`src/rtl/pico_out_port_deco.sv`:
```
// PicoBlaze output-port decoder: latches RTC address/data/config bytes and
// launches read/write transactions, tracking each until done or timeout.
module pico_out_port_deco #(
  parameter logic [7:0]  PORT_DIR  = 8'h01,
  parameter logic [7:0]  PORT_DATO = 8'h02,
  parameter logic [7:0]  PORT_CMD  = 8'h03,
  parameter logic [7:0]  PORT_CFG  = 8'h04,
  parameter logic [15:0] TIMEOUT   = 16'd2000
) (
  input  logic       clk,
  input  logic       rst,
  input  logic [7:0] port_id,
  input  logic [7:0] out_port,
  input  logic       write_strobe,
  input  logic       listo_lee,
  input  logic       listo_escribe,
  output logic [7:0] dir_rtc,
  output logic [7:0] dato_rtc,
  output logic [7:0] cfg,
  output logic       inicia_lee,
  output logic       inicia_escribe,
  output logic       ocupado,
  output logic       error,
  output logic       fin_trans
);

  typedef enum logic [1:0] {
    IDLE    = 2'd0,
    LEE     = 2'd1,
    ESCRIBE = 2'd2
  } state_t;

  state_t      state_q, state_d;
  logic [15:0] cnt_q, cnt_d;
  logic        lee_d, esc_d, fin_d, err_d;
  logic        cmd_hit, done;

  assign cmd_hit = write_strobe && (port_id == PORT_CMD);
  assign done    = ((state_q == LEE) && listo_lee) ||
                   ((state_q == ESCRIBE) && listo_escribe);
  assign ocupado = (state_q != IDLE);

  always_comb begin
    state_d = state_q;
    cnt_d   = cnt_q;
    lee_d   = 1'b0;
    esc_d   = 1'b0;
    fin_d   = 1'b0;
    err_d   = error;
    case (state_q)
      IDLE: begin
        cnt_d = 16'd0;
        if (cmd_hit) begin
          case (out_port)
            8'h01: begin
              lee_d   = 1'b1;
              state_d = LEE;
            end
            8'h02: begin
              esc_d   = 1'b1;
              state_d = ESCRIBE;
            end
            8'h00: err_d = 1'b0;
            default: ;
          endcase
        end
      end
      LEE, ESCRIBE: begin
        // Completion takes priority over a timeout landing on the same edge.
        if (done) begin
          fin_d   = 1'b1;
          cnt_d   = 16'd0;
          state_d = IDLE;
        end else if (cnt_q == TIMEOUT - 16'd1) begin
          err_d   = 1'b1;
          cnt_d   = 16'd0;
          state_d = IDLE;
        end else begin
          cnt_d = cnt_q + 16'd1;
        end
      end
      default: begin
        cnt_d   = 16'd0;
        state_d = IDLE;
      end
    endcase
  end

  always_ff @(posedge clk) begin
    if (rst) begin
      state_q        <= IDLE;
      cnt_q          <= 16'd0;
      inicia_lee     <= 1'b0;
      inicia_escribe <= 1'b0;
      fin_trans      <= 1'b0;
      error          <= 1'b0;
    end else begin
      state_q        <= state_d;
      cnt_q          <= cnt_d;
      inicia_lee     <= lee_d;
      inicia_escribe <= esc_d;
      fin_trans      <= fin_d;
      error          <= err_d;
    end
  end

  // Operand registers are frozen while a transaction is in flight.
  always_ff @(posedge clk) begin
    if (rst) begin
      dir_rtc  <= 8'h00;
      dato_rtc <= 8'h00;
      cfg      <= 8'h00;
    end else if (write_strobe) begin
      if (port_id == PORT_DIR && state_q == IDLE)
        dir_rtc <= out_port;
      if (port_id == PORT_DATO && state_q == IDLE)
        dato_rtc <= out_port;
      if (port_id == PORT_CFG)
        cfg <= out_port;
    end
  end

endmodule

```
`config.mk`:
```
export PLATFORM = sky130hd
export DESIGN_NAME = pico_out_port_deco
export DESIGN_NICKNAME = d
export VERILOG_FILES = /design/src/rtl/pico_out_port_deco.sv
export SDC_FILE = /design/constraint.sdc
export NUM_CORES = 1
export LEC_CHECK = 0
export ABC_AREA = 1
export CORE_MARGIN = 1.5
export CORE_UTILIZATION = 50
export CTS_BUF_LIST = sky130_fd_sc_hd__clkbuf_2 sky130_fd_sc_hd__clkbuf_4 sky130_fd_sc_hd__clkbuf_8
export DETAILED_ROUTE_END_ITERATION = 16
export DONT_BUFFER_PORTS = 1
export GPL_TIMING_DRIVEN = 0
export HOLD_SLACK_MARGIN = 0.1
export SLEW_MARGIN = 10
export SYNTH_ARGS = -nofsm -noshare
export SYNTH_HDL_FRONTEND = slang
export SYNTH_SLANG_ARGS = --single-unit
```
`constraint.sdc`:
```
create_clock -name clk -period 1.6 [get_ports clk]
set_input_delay 0.32 -clock clk [delete_from_list [all_inputs] [get_ports clk]]
set_output_delay 0.32 -clock clk [all_outputs]
set_load 0.005 [all_outputs]
```
==> impl_metrics.tcl <==
set metrics [dict create \
    critPathMostFrequentCell "sky130_fd_sc_hd__inv_2" \
    globalRouteOverflowTotal 0 \
    number_of_antenna_violations_at_the_first_check_in_global_routing 0 \
    coreArea_um2 4000 \
    pin_count 50 \
    synth.yosys.warnings 0 \
    seq_area_frac_synth 0.441 \
    syn-num-nets 314 \
    max_slew.worst_pin.slew_ns 0.449 \
    wl_um 4360 \
    cts.htree.levels 2 \
    worst_clock_skew_ns 0.00983 \
    setup_viol 0 \
    cp_data_required_time_ns 1.85 \
    clock_tree_buf_depth 2 \
    placementRows 23 \
    crit_path_launch_type "flip-flop" \
    start_util 0.522 \
    dr.first_iter.drc_count 68 \
    dieArea_um2 4570 \
    grt_setup_unrepaired "true" \
    syn_to_final_growth_pct 9.77 \
    worstHoldPathType "input port to flip-flop" \
    async_reset_ff_frac 0 \
    hold_slack_ns 0.180 \
    final_layout_size_suffix_gt1_frac 0.127 \
    timing.fmax_mhz 696 \
    drtPass1Iterations 4 \
    final_min_period_over_clock_period 0.898 \
    outcome "completed" \
    grt_start_max_net_pins 17 \
    cp_top_family "buffers and inverters" \
    synthesis_stage_register_bit_count 46 \
    syn_avg_cell_area_um2 7.23 \
    number_of_antenna_repair_diodes 0 \
    overall_die_height_um 67.6 \
    clock-root-buffer "sky130_fd_sc_hd__clkbuf_8" \
    postSynthCellCount 289 \
    dieWidth_um 67.6 \
    p_per_area_nw_per_um2 846 \
    critical_path.cell_chain "inv_1 -> ha_4 -> inv_2 -> nor3_1 -> nand2_1 -> inv_2 -> buf_6 -> o21ai_0 -> a21oi_1" \
    gr-usage-all-layers 0.208 \
    worstSetupPathType "flip-flop to flip-flop" \
    p_leak_nw 0.991 \
    clk_latency_ns 0.31 \
    clk_transition_reported_paths_ns 0.10 \
    report.final.hold_viol_count 0 \
    synth_edf_count 0 \
    drtAntennaViolNets 0 \
    netlist-cell-type-count 30 \
    grt_first_pass_wirelength_um 7110 \
    cpMaxStageDelayCell "sky130_fd_sc_hd__dfxtp_1" \
    timing.max_slew.rel_slack 0.701 \
    place_congestion 0.787 \
    tritoncts "done" \
    drv_cap 0 \
    tritoncts.num_buffers 5 \
    ir_worst_vdd_v 0.000571 \
    drc 0 \
    place.detailed.hpwl_um 3240 \
    post_synth_instance_area_um2 2090 \
    preCtsSetupSlack_ns 0.0134 \
    worst_setup_path_end_kind "flip-flop" \
    path_max_fanout 10 \
    timing.final.max_slew_violations 0 \
    wire_per_inst_um 12.4 \
    route.detailed.vias_per_inst 5.00 \
    setup_ws_ns 0.163 \
    first_global_vias 1626 \
    layout.nets 324 \
    ys_dominant_reg_cell "sky130_fd_sc_hd__dfxtp_1" \
    cpPeakStageDelay_ns 0.33 \
    post-route-min-period_ns 1.44 \
    clock_sinks 46 \
    portBuffers 0 \
    worstPathBufferInverterCount 4 \
    worst-endpoint-arrival_ns 1.68 \
    via_count 1749 \
]
[sequential cells by signal (all words and copies together), names as in the netlist]
name,flops
inicia_lee,1
cnt_q,16
inicia_escribe,1
cfg,8
error,1
state_q,2
fin_trans,1
dir_rtc,8
dato_rtc,8
[cell families (layout without fill, tap and decap cells)]
| logic type | count (synthesis) | after routing | share of synthesized area |
|---|---|---|---|
| simple gates | 133 | 133 | 0.294 |
| compound gates | 51 | 51 | 0.124 |
| buf+inv | 51 | 62 | 0.100 |
| fa+ha+maj | 4 | 4 | 0.0240 |
| flops | 46 | 46 | 0.441 |
| xor+xnor | 4 | 4 | 0.0168 |
[final cells by class]
| class | count | area [um2] |
|---|---|---|
| repair buffers | 3 | 22.5 |
| well taps | 50 | 62.6 |
| inverters | 45 | 170 |
| multi-input cells | 192 | 978 |
| fillers | 403 | 1710 |
| plain buffers | 6 | 42.5 |
| clock inverters | 3 | 25.0 |
| clock buffers | 5 | 68.8 |
| flip-flops and latches | 46 | 922 |
[cell usage after synthesis, types with 3 or more instances]
| master | number | area, um2 |
|---|---|---|
| sky130_fd_sc_hd__a21oi_1 | 24 | 120 |
| sky130_fd_sc_hd__dfxtp_1 | 46 | 921 |
| sky130_fd_sc_hd__ha_1 | 4 | 50.1 |
| sky130_fd_sc_hd__inv_1 | 42 | 158 |
| sky130_fd_sc_hd__nand2_1 | 49 | 184 |
| sky130_fd_sc_hd__nand3_1 | 14 | 70.1 |
| sky130_fd_sc_hd__nand3_2 | 4 | 40.0 |
| sky130_fd_sc_hd__nand4_1 | 3 | 18.8 |
| sky130_fd_sc_hd__nor2_1 | 43 | 161 |
| sky130_fd_sc_hd__nor2_2 | 5 | 31.3 |
| sky130_fd_sc_hd__nor3_1 | 4 | 20.0 |
| sky130_fd_sc_hd__o21ai_0 | 25 | 125 |
| sky130_fd_sc_hd__or2_0 | 3 | 18.8 |
[routing by layer]
metal | GRT usage | routed length (um)
met1 | 0.284 | 2200
met2 | 0.301 | 1820
met3 | 0.0733 | 304
met4 | 0.0714 | 40
met5 | 0 | 0
[placed cells by master (no fill, tap or decap), types with 3 or more instances in the layout]
master	n
sky130_fd_sc_hd__nand2_1	47
sky130_fd_sc_hd__dfxtp_1	45
sky130_fd_sc_hd__nor2_1	42
sky130_fd_sc_hd__inv_1	40
sky130_fd_sc_hd__o21ai_0	25
sky130_fd_sc_hd__a21oi_1	24
sky130_fd_sc_hd__nand3_1	14
sky130_fd_sc_hd__nor2_2	6
sky130_fd_sc_hd__clkbuf_8	5
sky130_fd_sc_hd__inv_2	4
sky130_fd_sc_hd__nand3_2	4
sky130_fd_sc_hd__nor3_1	4
sky130_fd_sc_hd__buf_4	4
sky130_fd_sc_hd__nand2_2	3
sky130_fd_sc_hd__nand4_1	3
sky130_fd_sc_hd__or2_0	3
sky130_fd_sc_hd__ha_1	3
[power by group]
part	total (W)	leakage (nW)	internal (W)	switching [W]
Combinational	0.0000543	0.575	0.0000160	0.0000383
Clock	0.000740	0.0447	0.000316	0.000424
Sequential	0.00115	0.371	0.00115	0.000000966
[final timing paths]
check	from	depth (start not counted)	to	slack (ns)
setup reg to reg	state_q[1]	9	dato_rtc[7]	0.16
setup / recovery	state_q[1]	9	dato_rtc[7]	0.16
hold / removal	out_port[1]	2	dir_rtc[1]	0.18
hold reg to reg	cnt_q[0]	1	cnt_q[0]	0.43
[metrics by stage]
| step | total power [W] | instances | TNS [ns] | cell area, um2 | util |
|---|---|---|---|---|---|
| floorplan | 0.00121 | 289 | 0 | 2090 | - |
| global placement | 0.00123 | 339 | 0 | 2150 | 0.538 |
| CTS | 0.00196 | 348 | 0 | 2250 | 0.563 |
| finish | 0.00194 | 350 | 0 | 2290 | 0.573 |
| global route | 0.00201 | 350 | -0.00273 | 2290 | 0.573 |
| detailed placement | 0.00123 | 339 | 0 | 2150 | 0.538 |
[timing repair]
item / 4_1_cts / 5_1_grt
endpoints found under the hold margin: 0 / 0
pin swaps: 1 / 1
hold buffers: 0 / 0
endpoints found under the setup margin: 1 / 30
setup buffers: 1 / 2
resized for setup: 0 / 9
Note: power is estimated with default switching activity, not from simulation.
